<file path="src/rtl/dmem_io_pkg.sv">
// Shared definitions for the data-memory responder.
// I/O page offsets, STATUS bit layout, decode region type and a
// helper that packs the STATUS word.
package dmem_io_pkg;

  localparam logic [7:0] CYCLE_OFF  = 8'h00;
  localparam logic [7:0] TXDATA_OFF = 8'h04;
  localparam logic [7:0] STATUS_OFF = 8'h08;

  localparam int ST_EMPTY_BIT = 0;
  localparam int ST_FULL_BIT  = 1;
  localparam int ST_OVF_BIT   = 2;
  localparam int ST_COUNT_LSB = 8;

  typedef enum logic [1:0] {REG_RAM, REG_IO, REG_NONE} region_e;

  function automatic logic [31:0] status_word(input logic [7:0] count,
                                              input logic       ovf,
                                              input logic       full,
                                              input logic       empty);
    logic [31:0] w;
    w = '0;
    w[ST_COUNT_LSB +: 8] = count;
    w[ST_OVF_BIT]        = ovf;
    w[ST_FULL_BIT]       = full;
    w[ST_EMPTY_BIT]      = empty;
    return w;
  endfunction

endpackage

</file>
<file path="src/rtl/tx_fifo.sv">
// Transmit FIFO for the I/O page.
// Ports: clk, reset (sync, active-high), push/push_data, pop, head,
// count (0..DEPTH), full, empty.
// A push while full is accepted only if a pop happens in the same cycle.
// While empty, head holds the last word popped (0 after reset).
module tx_fifo #(
  parameter int DEPTH = 8,
  parameter int WIDTH = 32
) (
  input  logic                     clk,
  input  logic                     reset,
  input  logic                     push,
  input  logic [WIDTH-1:0]         push_data,
  input  logic                     pop,
  output logic [WIDTH-1:0]         head,
  output logic [$clog2(DEPTH):0]   count,
  output logic                     full,
  output logic                     empty
);
  import dmem_io_pkg::*;

  localparam int PW = $clog2(DEPTH);

  logic [WIDTH-1:0] r_mem [DEPTH];
  logic [PW-1:0]    r_wr_ptr;
  logic [PW-1:0]    r_rd_ptr;
  logic [PW:0]      r_count;
  logic [WIDTH-1:0] r_last_head;
  logic             w_pop_ok;
  logic             w_push_ok;

  assign empty     = (r_count == '0);
  assign full      = (r_count == (PW+1)'(DEPTH));
  assign count     = r_count;
  assign w_pop_ok  = pop && !empty;
  assign w_push_ok = push && (!full || w_pop_ok);
  assign head      = empty ? r_last_head : r_mem[r_rd_ptr];

  // Storage is not reset; only the pointers define what is valid.
  always_ff @(posedge clk) begin
    if (w_push_ok) r_mem[r_wr_ptr] <= push_data;
  end

  always_ff @(posedge clk) begin
    if (reset) begin
      r_wr_ptr    <= '0;
      r_rd_ptr    <= '0;
      r_count     <= '0;
      r_last_head <= '0;
    end else begin
      if (w_push_ok) r_wr_ptr <= r_wr_ptr + PW'(1);
      if (w_pop_ok) begin
        r_rd_ptr    <= r_rd_ptr + PW'(1);
        r_last_head <= r_mem[r_rd_ptr];
      end
      case ({w_push_ok, w_pop_ok})
        2'b10:   r_count <= r_count + (PW+1)'(1);
        2'b01:   r_count <= r_count - (PW+1)'(1);
        default: r_count <= r_count;
      endcase
    end
  end

endmodule

</file>
<file path="src/rtl/dmem_io_responder.sv">
// Data-port responder: word RAM plus a 256-byte I/O page holding a
// free-running cycle counter and a TX FIFO drained by a valid/ready stream.
// Ports: clk, reset (sync, active-high), memwrite, addr, writedata,
// readdata (combinational), out_valid/out_data/out_ready (TX stream).
module dmem_io_responder #(
  parameter int          RAM_WORDS  = 64,
  parameter int          FIFO_DEPTH = 8,
  parameter logic [31:0] IO_BASE    = 32'hFFFF_FF00
) (
  input  logic        clk,
  input  logic        reset,
  input  logic        memwrite,
  input  logic [31:0] addr,
  input  logic [31:0] writedata,
  output logic [31:0] readdata,
  output logic        out_valid,
  output logic [31:0] out_data,
  input  logic        out_ready
);
  import dmem_io_pkg::*;

  localparam int          AW        = $clog2(RAM_WORDS);
  localparam logic [31:0] RAM_BYTES = 32'(RAM_WORDS * 4);

  logic [31:0]              r_ram [RAM_WORDS];
  logic [31:0]              r_cycle;
  logic                     r_overflow;
  region_e                  w_region;
  logic [7:0]               w_off;
  logic [AW-1:0]            w_ram_idx;
  logic                     w_io_we;
  logic                     w_push;
  logic                     w_pop;
  logic                     w_drop;
  logic                     w_full;
  logic                     w_empty;
  logic [$clog2(FIFO_DEPTH):0] w_count;

  always_comb begin
    w_region = REG_NONE;
    if (addr < RAM_BYTES)                    w_region = REG_RAM;
    else if (addr[31:8] == IO_BASE[31:8])    w_region = REG_IO;
  end

  assign w_off     = {addr[7:2], 2'b00};
  assign w_ram_idx = addr[2 +: AW];
  assign w_io_we   = memwrite && (w_region == REG_IO);
  assign w_push    = w_io_we && (w_off == TXDATA_OFF);
  assign w_pop     = out_valid && out_ready;
  // A pop in the same cycle frees the slot, so only a push into a full,
  // non-draining FIFO is dropped.
  assign w_drop    = w_push && w_full && !w_pop;
  assign out_valid = !w_empty;

  // RAM ignores reset, including writes issued during the reset cycle.
  always_ff @(posedge clk) begin
    if (memwrite && (w_region == REG_RAM)) r_ram[w_ram_idx] <= writedata;
  end

  always_ff @(posedge clk) begin
    if (reset) begin
      r_cycle    <= '0;
      r_overflow <= 1'b0;
    end else begin
      if (w_io_we && (w_off == CYCLE_OFF)) r_cycle <= writedata + 32'd1;
      else                                 r_cycle <= r_cycle + 32'd1;
      // Set has priority over the STATUS-write clear.
      if (w_drop)                                     r_overflow <= 1'b1;
      else if (w_io_we && (w_off == STATUS_OFF))      r_overflow <= 1'b0;
    end
  end

  always_comb begin
    readdata = '0;
    case (w_region)
      REG_RAM: readdata = r_ram[w_ram_idx];
      REG_IO: begin
        case (w_off)
          CYCLE_OFF:  readdata = r_cycle;
          STATUS_OFF: readdata = status_word(8'(w_count), r_overflow, w_full, w_empty);
          default:    readdata = '0;
        endcase
      end
      default: readdata = '0;
    endcase
  end

  tx_fifo #(
    .DEPTH (FIFO_DEPTH),
    .WIDTH (32)
  ) u_tx_fifo (
    .clk       (clk),
    .reset     (reset),
    .push      (w_push),
    .push_data (writedata),
    .pop       (w_pop),
    .head      (out_data),
    .count     (w_count),
    .full      (w_full),
    .empty     (w_empty)
  );

endmodule

</file>
<file path="config.mk">
export PLATFORM = sky130hd
export DESIGN_NAME = dmem_io_responder
export DESIGN_NICKNAME = d
export VERILOG_FILES = /design/src/rtl/dmem_io_pkg.sv /design/src/rtl/tx_fifo.sv /design/src/rtl/dmem_io_responder.sv
export SDC_FILE = /design/constraint.sdc
export NUM_CORES = 2
export LEC_CHECK = 0
export BUFFER_PORTS_ARGS = -buffer_cell sky130_fd_sc_hd__buf_4
export CELL_PAD_IN_SITES_DETAIL_PLACEMENT = 0
export CELL_PAD_IN_SITES_GLOBAL_PLACEMENT = 1
export CORE_MARGIN = 8
export CORE_UTILIZATION = 53
export DETAILED_ROUTE_END_ITERATION = 7
export PLACE_DENSITY_LB_ADDON = 0.3
export SYNTH_ARGS = -nofsm -noshare
export SYNTH_HDL_FRONTEND = slang
export SYNTH_SLANG_ARGS = --single-unit
</file>
<file path="constraint.sdc">
create_clock -name clk -period 7.66 [get_ports clk]
set_input_delay 1.532 -clock clk [delete_from_list [all_inputs] [get_ports clk]]
set_output_delay 1.532 -clock clk [all_outputs]
set_load 0.01 [all_outputs]
</file>
---- Word-level counts from Yosys, hierarchy flattened ----
Memories as Yosys holds them, arrays and structs flattened. A register that Yosys moved wholly into a read port is not among the register bits.
Index checks and enable logic that the tools add are counted.
word-level totals
  bits in registers ....................... 75
  latch bits .............................. 0
  bits in writable memories ............... 2304
  memory bits (read-only) ................. 0
  output and inout port bits .............. 65
  memories kept ........................... 2
cells by class
  add/sub/neg operators ................... 6
  $mul .................................... 0
  divide/modulo/power cells ............... 0
  $lt $le $gt $ge ......................... 1
  eq/ne operators ......................... 7
  shifts and indexed selects .............. 0
  mux-type cells .......................... 15
  bitwise gates (word level) .............. 0
  reduce and logical (&&, ||, !) cells .... 19
memory list
  memory           words  width  read ports  clocked after memory_dff  write ports  line                     RTL
  r_ram            64     32     1           0                         1            dmem_io_responder.sv:25  logic [31:0] r_ram [RAM_WORDS];
  u_tx_fifo.r_mem  8      32     1           1                         1            tx_fifo.sv:24            logic [WIDTH-1:0] r_mem [DEPTH];
operators by type and width
  cell                                                                   count
  32-bit one-hot mux with 2 select lines                                 2
  32-bit by 1-bit adder with 32-bit output, second input constant        2
  32-bit two-way mux                                                     2
  32-bit by 9-bit < comparator with 1-bit output, second input constant  1
  24-bit equality test, second input constant                            1
  1-bit logical AND                                                      10
  8-bit zero test                                                        1
  4-bit one-hot mux with 2 select lines                                  1
  3-bit by 1-bit adder with 3-bit output, second input constant          2
  6-bit by 1-bit equality test with 1-bit output, second input constant  1
  6-bit by 2-bit equality test with 1-bit output, second input constant  1
  1-bit two-way mux                                                      6
  3-bit two-way mux                                                      2
  4-bit by 1-bit adder with 4-bit output, second input constant          1
  2-bit by 1-bit equality test with 1-bit output, second input constant  2
  4-bit equality test, second input constant                             1
  4-bit zero test                                                        1
  2-bit two-way mux                                                      2
  2-bit nonzero test                                                     2
  4-bit by 1-bit subtractor with 4-bit output, second input constant     1
  1-bit zero test                                                        3
  2-bit equality test, second input constant                             1
  2-bit zero test                                                        1
  1-bit logical OR                                                       1

---- Logic depth before layout (Yosys ltp) ----
  word-level depth ........................ 9
  depth in mapped cells ................... 16
  depth with buffers taken out ............ 12

---- By module ----
A second synthesis with hierarchy kept.
second synthesis, totals
  cells, all modules ...................... 4253
  area total of the unflattened synthesis .. 92402.4 µm²
modules (own cells, without submodules)
  module             instances  cells an instance  area each (µm²)  sequential area each (µm²)
  dmem_io_responder  1          3625               80687.4          62159.6
  tx_fifo            1          628                11715.0          8588.2

---- Least setup slack after synthesis ----
Ideal clock, no wire load.
  kind .................................... input -> register
  start ................................... input addr[2]
  end ..................................... memory u_tx_fifo.r_mem[2][0] (enable)
  setup time .............................. 0.461 ns
  data arrival time ....................... 5.441 ns
  data required time ...................... 7.199 ns
  slack ................................... 1.758 ns
  stages on the path ...................... 9
  path through ............................ clkbuf_2 > buf_4 > buf_4 > buf_2 > nor2b_1 > nand2_1 > nor4_2 > nand2_1 > nor3_1
on the way
  cells in the longest elaborated chain, start to end .. 8
  elaborated cells on any way between the ends .. 9
  those cells by class .................... 1 x order compare; 2 x eq/ne; 3 x mux; 3 x reduce/logical
ends and longest elaborated chain
  element                                         line                     RTL
  from (decl)                                     dmem_io_responder.sv:13  input logic [31:0] addr,
  32-bit by 9-bit < comparator with 1-bit output  dmem_io_responder.sv:41  if (addr < RAM_BYTES) w_region = REG_RAM;
  2-bit two-way mux                               dmem_io_responder.sv:41
  2-bit by 1-bit equality test with 1-bit output  dmem_io_responder.sv:47  assign w_io_we = memwrite && (w_region == REG_IO);
  1-bit logical AND                               dmem_io_responder.sv:47
  1-bit logical AND *                             dmem_io_responder.sv:48  assign w_push = w_io_we && (w_off == TXDATA_OFF);
  1-bit logical AND *                             tx_fifo.sv:36            assign w_push_ok = push && (!full || w_pop_ok);
  1-bit two-way mux *                             tx_fifo.sv:41            if (w_push_ok) r_mem[r_wr_ptr] <= push_data;
  1-bit two-way mux (implied by the code) *       tx_fifo.sv:41
  to (decl)                                       tx_fifo.sv:24
Every way passes the cells marked *; elsewhere a longest branch is shown, timed or not.

---- Worst setup path after layout ----
  start ................................... input addr[6]
  end ..................................... output readdata[8]
on the way
  cells in the longest elaborated chain, start to end .. 4
  elaborated cells on any way between the ends .. 9
  those cells by class .................... 1 x order compare; 2 x eq/ne; 3 x mux; 2 x reduce/logical; 1 x memory
ends and longest elaborated chain
  element                                                                            line                     RTL
  32-bit by 9-bit < comparator with 1-bit output                                     dmem_io_responder.sv:41
  2-bit two-way mux                                                                  dmem_io_responder.sv:41
  2-bit by 1-bit equality test with 1-bit output or 2-bit zero test (tied branches)  dmem_io_responder.sv:75  case (w_region)
  32-bit one-hot mux with 2 select lines *                                           dmem_io_responder.sv:75
  to (decl)                                                                          dmem_io_responder.sv:15  output logic [31:0] readdata,
Marked as above.

==> metrics <==
run status=complete, no violations; clk_lat worst skew=0.88 ns; clock buffer depth=3; DR vias=47179; total of max-cap violations=0; Hold WC Path Type=register to register; PostCTS Resize Cnt=0; biggest area consumer among synthesized cells=edfxtp_1; Max Fclk=154.0 MHz; nature of the critical path endpoint=output pin; CTS Sinks=2382; Post-Route Setup TNS=0 ns; Nets=4819; post-synthesis register bit count=2382; first-pass iteration count of the detailed router=5; htree depth=4; total gr overflow=0; die area=188600 um^2; simple-gate area share of the yosys netlist=2.914%; Synth-to-Final Area Change=13.27%; Final Max Tran Viols=0; final setup vio count=0; final WL=241700 um; leakage power=33.21 nW; Worst Setup Start Kind=primary input; antenna viol nets, final=0; input/output buffers=130; Synth Cell Area=92750 um^2; post-route cell area=105100 um^2; Die Span Y=434.3 um; count leader, synth=edfxtp_1; synth unique cells=65; worst slew pin tran=1.241 ns; Avg WL per Cell=33.26 um; wire length on met3=20950 um; RePlAce Congestion=0.8866; vias per cell=6.492; 1st-iter DRT viols=6120; Peak VDD IR=0.2389 mV; Slew HR=17.07%; post-synthesis xor/xnor area fraction=0.2927%; yosys warns=0; placed wire-length estimate=146400 um; number of antenna violations at the first check in global routing=8; Crit Path Category=primary input to output pin; largest net degree at the start of global routing=81; Residual DRC=0; most area-consuming cells after synthesis=edfxtp_1, mux4_2, mux2i_1, dfxtp_1, nor2_1; share of cells above drive strength 1=26.09%; Power Density=253.2 nW/um^2; Synth top cells by count=edfxtp_1, mux4_2, mux2i_1; CTS clk-pin slew, worst paths=0.06 ns; global-route wire length before repair=341800 um; Critical Path RT=6.13 ns; Tot GR Track Use=25.37%; Fin. Hold Viols=0; RSZ-0062 raised after global routing=false; Top FF cell, synth=edfxtp_1; CORE AREA=173800 um^2; metal2 WL=116400 um; post-synthesis mux area share=16.29%; Post-synth EDFFs=2304; Adder-Cell Fraction of Synth Area=0.1025%; Synth Area in Compound Gates=2.779%; Synth Net Count=4524; Top Metal Used=met5; Placed Area=97560 um^2; main combinational cell family by area after synthesis=multiplexers; Syn Inst Count=4449; I/O pin count=133; vias in the first global route=46248; die width=434.3 um; area share of the largest cell type after synthesis=74.60%; asr flop ratio synth=0%; met1 WL=96230 um; initial core utilization=53.36%; clk root buf=clkbuf_16; Tcrit/Tclk final=84.77%; Layout fillers=12318; Num CTS Buffers=228; Rows=153; fin crit period=6.493 ns; Critical Path Fanout Max=27; Crit path arrival time=4.96 ns; CTS tree=yes; Avg Cell Area, Syn=20.85 um^2; Post-CTS Repair Setup Buffers=0; post-synthesis sequential area ratio=76.28%; CTS Hold Bufs=0; worst-case clock skew=0.02804 ns
==> per-layer routing <==
| layer | GRT usage (%) | vias to the layer above |
|---|---|---|
| li1 | - | 19211 |
| met1 | 35.95 | 25101 |
| met2 | 40.73 | 2462 |
| met3 | 4.577 | 403 |
| met4 | 7.980 | 2 |
| met5 | 0 | - |
==> layout by cell type, fill, tap and decap left out, types with 58 or more instances in the layout <==
master / n
buf_4: 299
clkbuf_16: 230
a21oi_1: 74
a211oi_1: 58
nor2_4: 70
mux2i_1: 317
a22oi_1: 75
nand2_1: 104
nor2_1: 129
mux4_2: 522
edfxtp_1: 2304
dfxtp_1: 75
==> metrics by stage <==
| stage | power, mW | std cells | utilization (%) | hold WS [ns] | setup WS [ns] |
|---|---|---|---|---|---|
| 2_1_floorplan | 15.11 | 4449 | - | 0.4659 | 1.758 |
| 3_3_place_gp | 15.59 | 6839 | 56.13 | 0.4864 | 1.250 |
| 3_5_place_dp | 15.61 | 6839 | 56.13 | 0.4911 | 1.234 |
| 4_1_cts | 26.73 | 7266 | 60.44 | 0.4994 | 1.224 |
| 5_1_grt | 27.25 | 7266 | 60.44 | 0.5208 | 1.136 |
| 6_report | 26.60 | 7267 | 60.44 | 0.4984 | 1.167 |
==> flip-flops by register name, indices dropped and copies added (netlist names), named ones only <==
signal	count
r_ram	2048
u_tx_fifo.r_rd_ptr	3
u_tx_fifo.count	4
u_tx_fifo.r_last_head	32
r_overflow	1
u_tx_fifo.r_wr_ptr	3
r_cycle	32
u_tx_fifo.r_mem	256
==> logic make-up (layout without fill, tap and decap cells) <==
group / count (synthesis) / in the layout
flip-flops: 2382 / 2382
multiplexers: 855 / 855
AND/OR/NAND/NOR: 553 / 553
AO/OA/AOI/OAI: 360 / 360
buffers and inverters: 261 / 753
XOR/XNOR: 31 / 31
adder cells (fa/ha/maj): 7 / 7
other: 0 / 1
==> worst paths after layout <==
kind / slack [ns] / from / endpoint / cells after the start
setup / recovery: 1.17 / addr[6] / readdata[8] / 9
setup reg to reg: 4.29 / u_tx_fifo.count[0] / u_tx_fifo.r_mem[6][18] / 6
hold / removal: 0.50 / u_tx_fifo.r_last_head[1] / u_tx_fifo.r_last_head[1] / 2
hold reg to reg: 0.50 / u_tx_fifo.r_last_head[1] / u_tx_fifo.r_last_head[1] / 2
==> worst max-delay path, cell delays in order <==
cell and delay [ns]:
buf_4 0.28, or3_4 0.56, or3_4 0.50, or2_1 0.31
nor4_4 0.30, buf_4 0.49, a22oi_1 0.27, o211ai_1 0.44
buf_4 0.25
==> where the power goes <==
group	switching (mW)	internal (mW)
sequential	0.00161	14.3
combinational	0.691	0.371
clock	4.84	6.43
total	5.53	21.1
==> layout make-up <==
cell class              instances  area, um^2  area share, %
repair buffers                314        2530          2.408
clock buffers                 276        5928          5.643
inverters                      12       45.04        0.04287
well taps                    2325        2909          2.769
clock inverters               151        1564          1.489
multi-input cells            1806       21330          20.30
flip-flops and latches       2382       70750          67.35
diodes                          1       2.502       0.002382
Power figures use the tool's default switching activity.
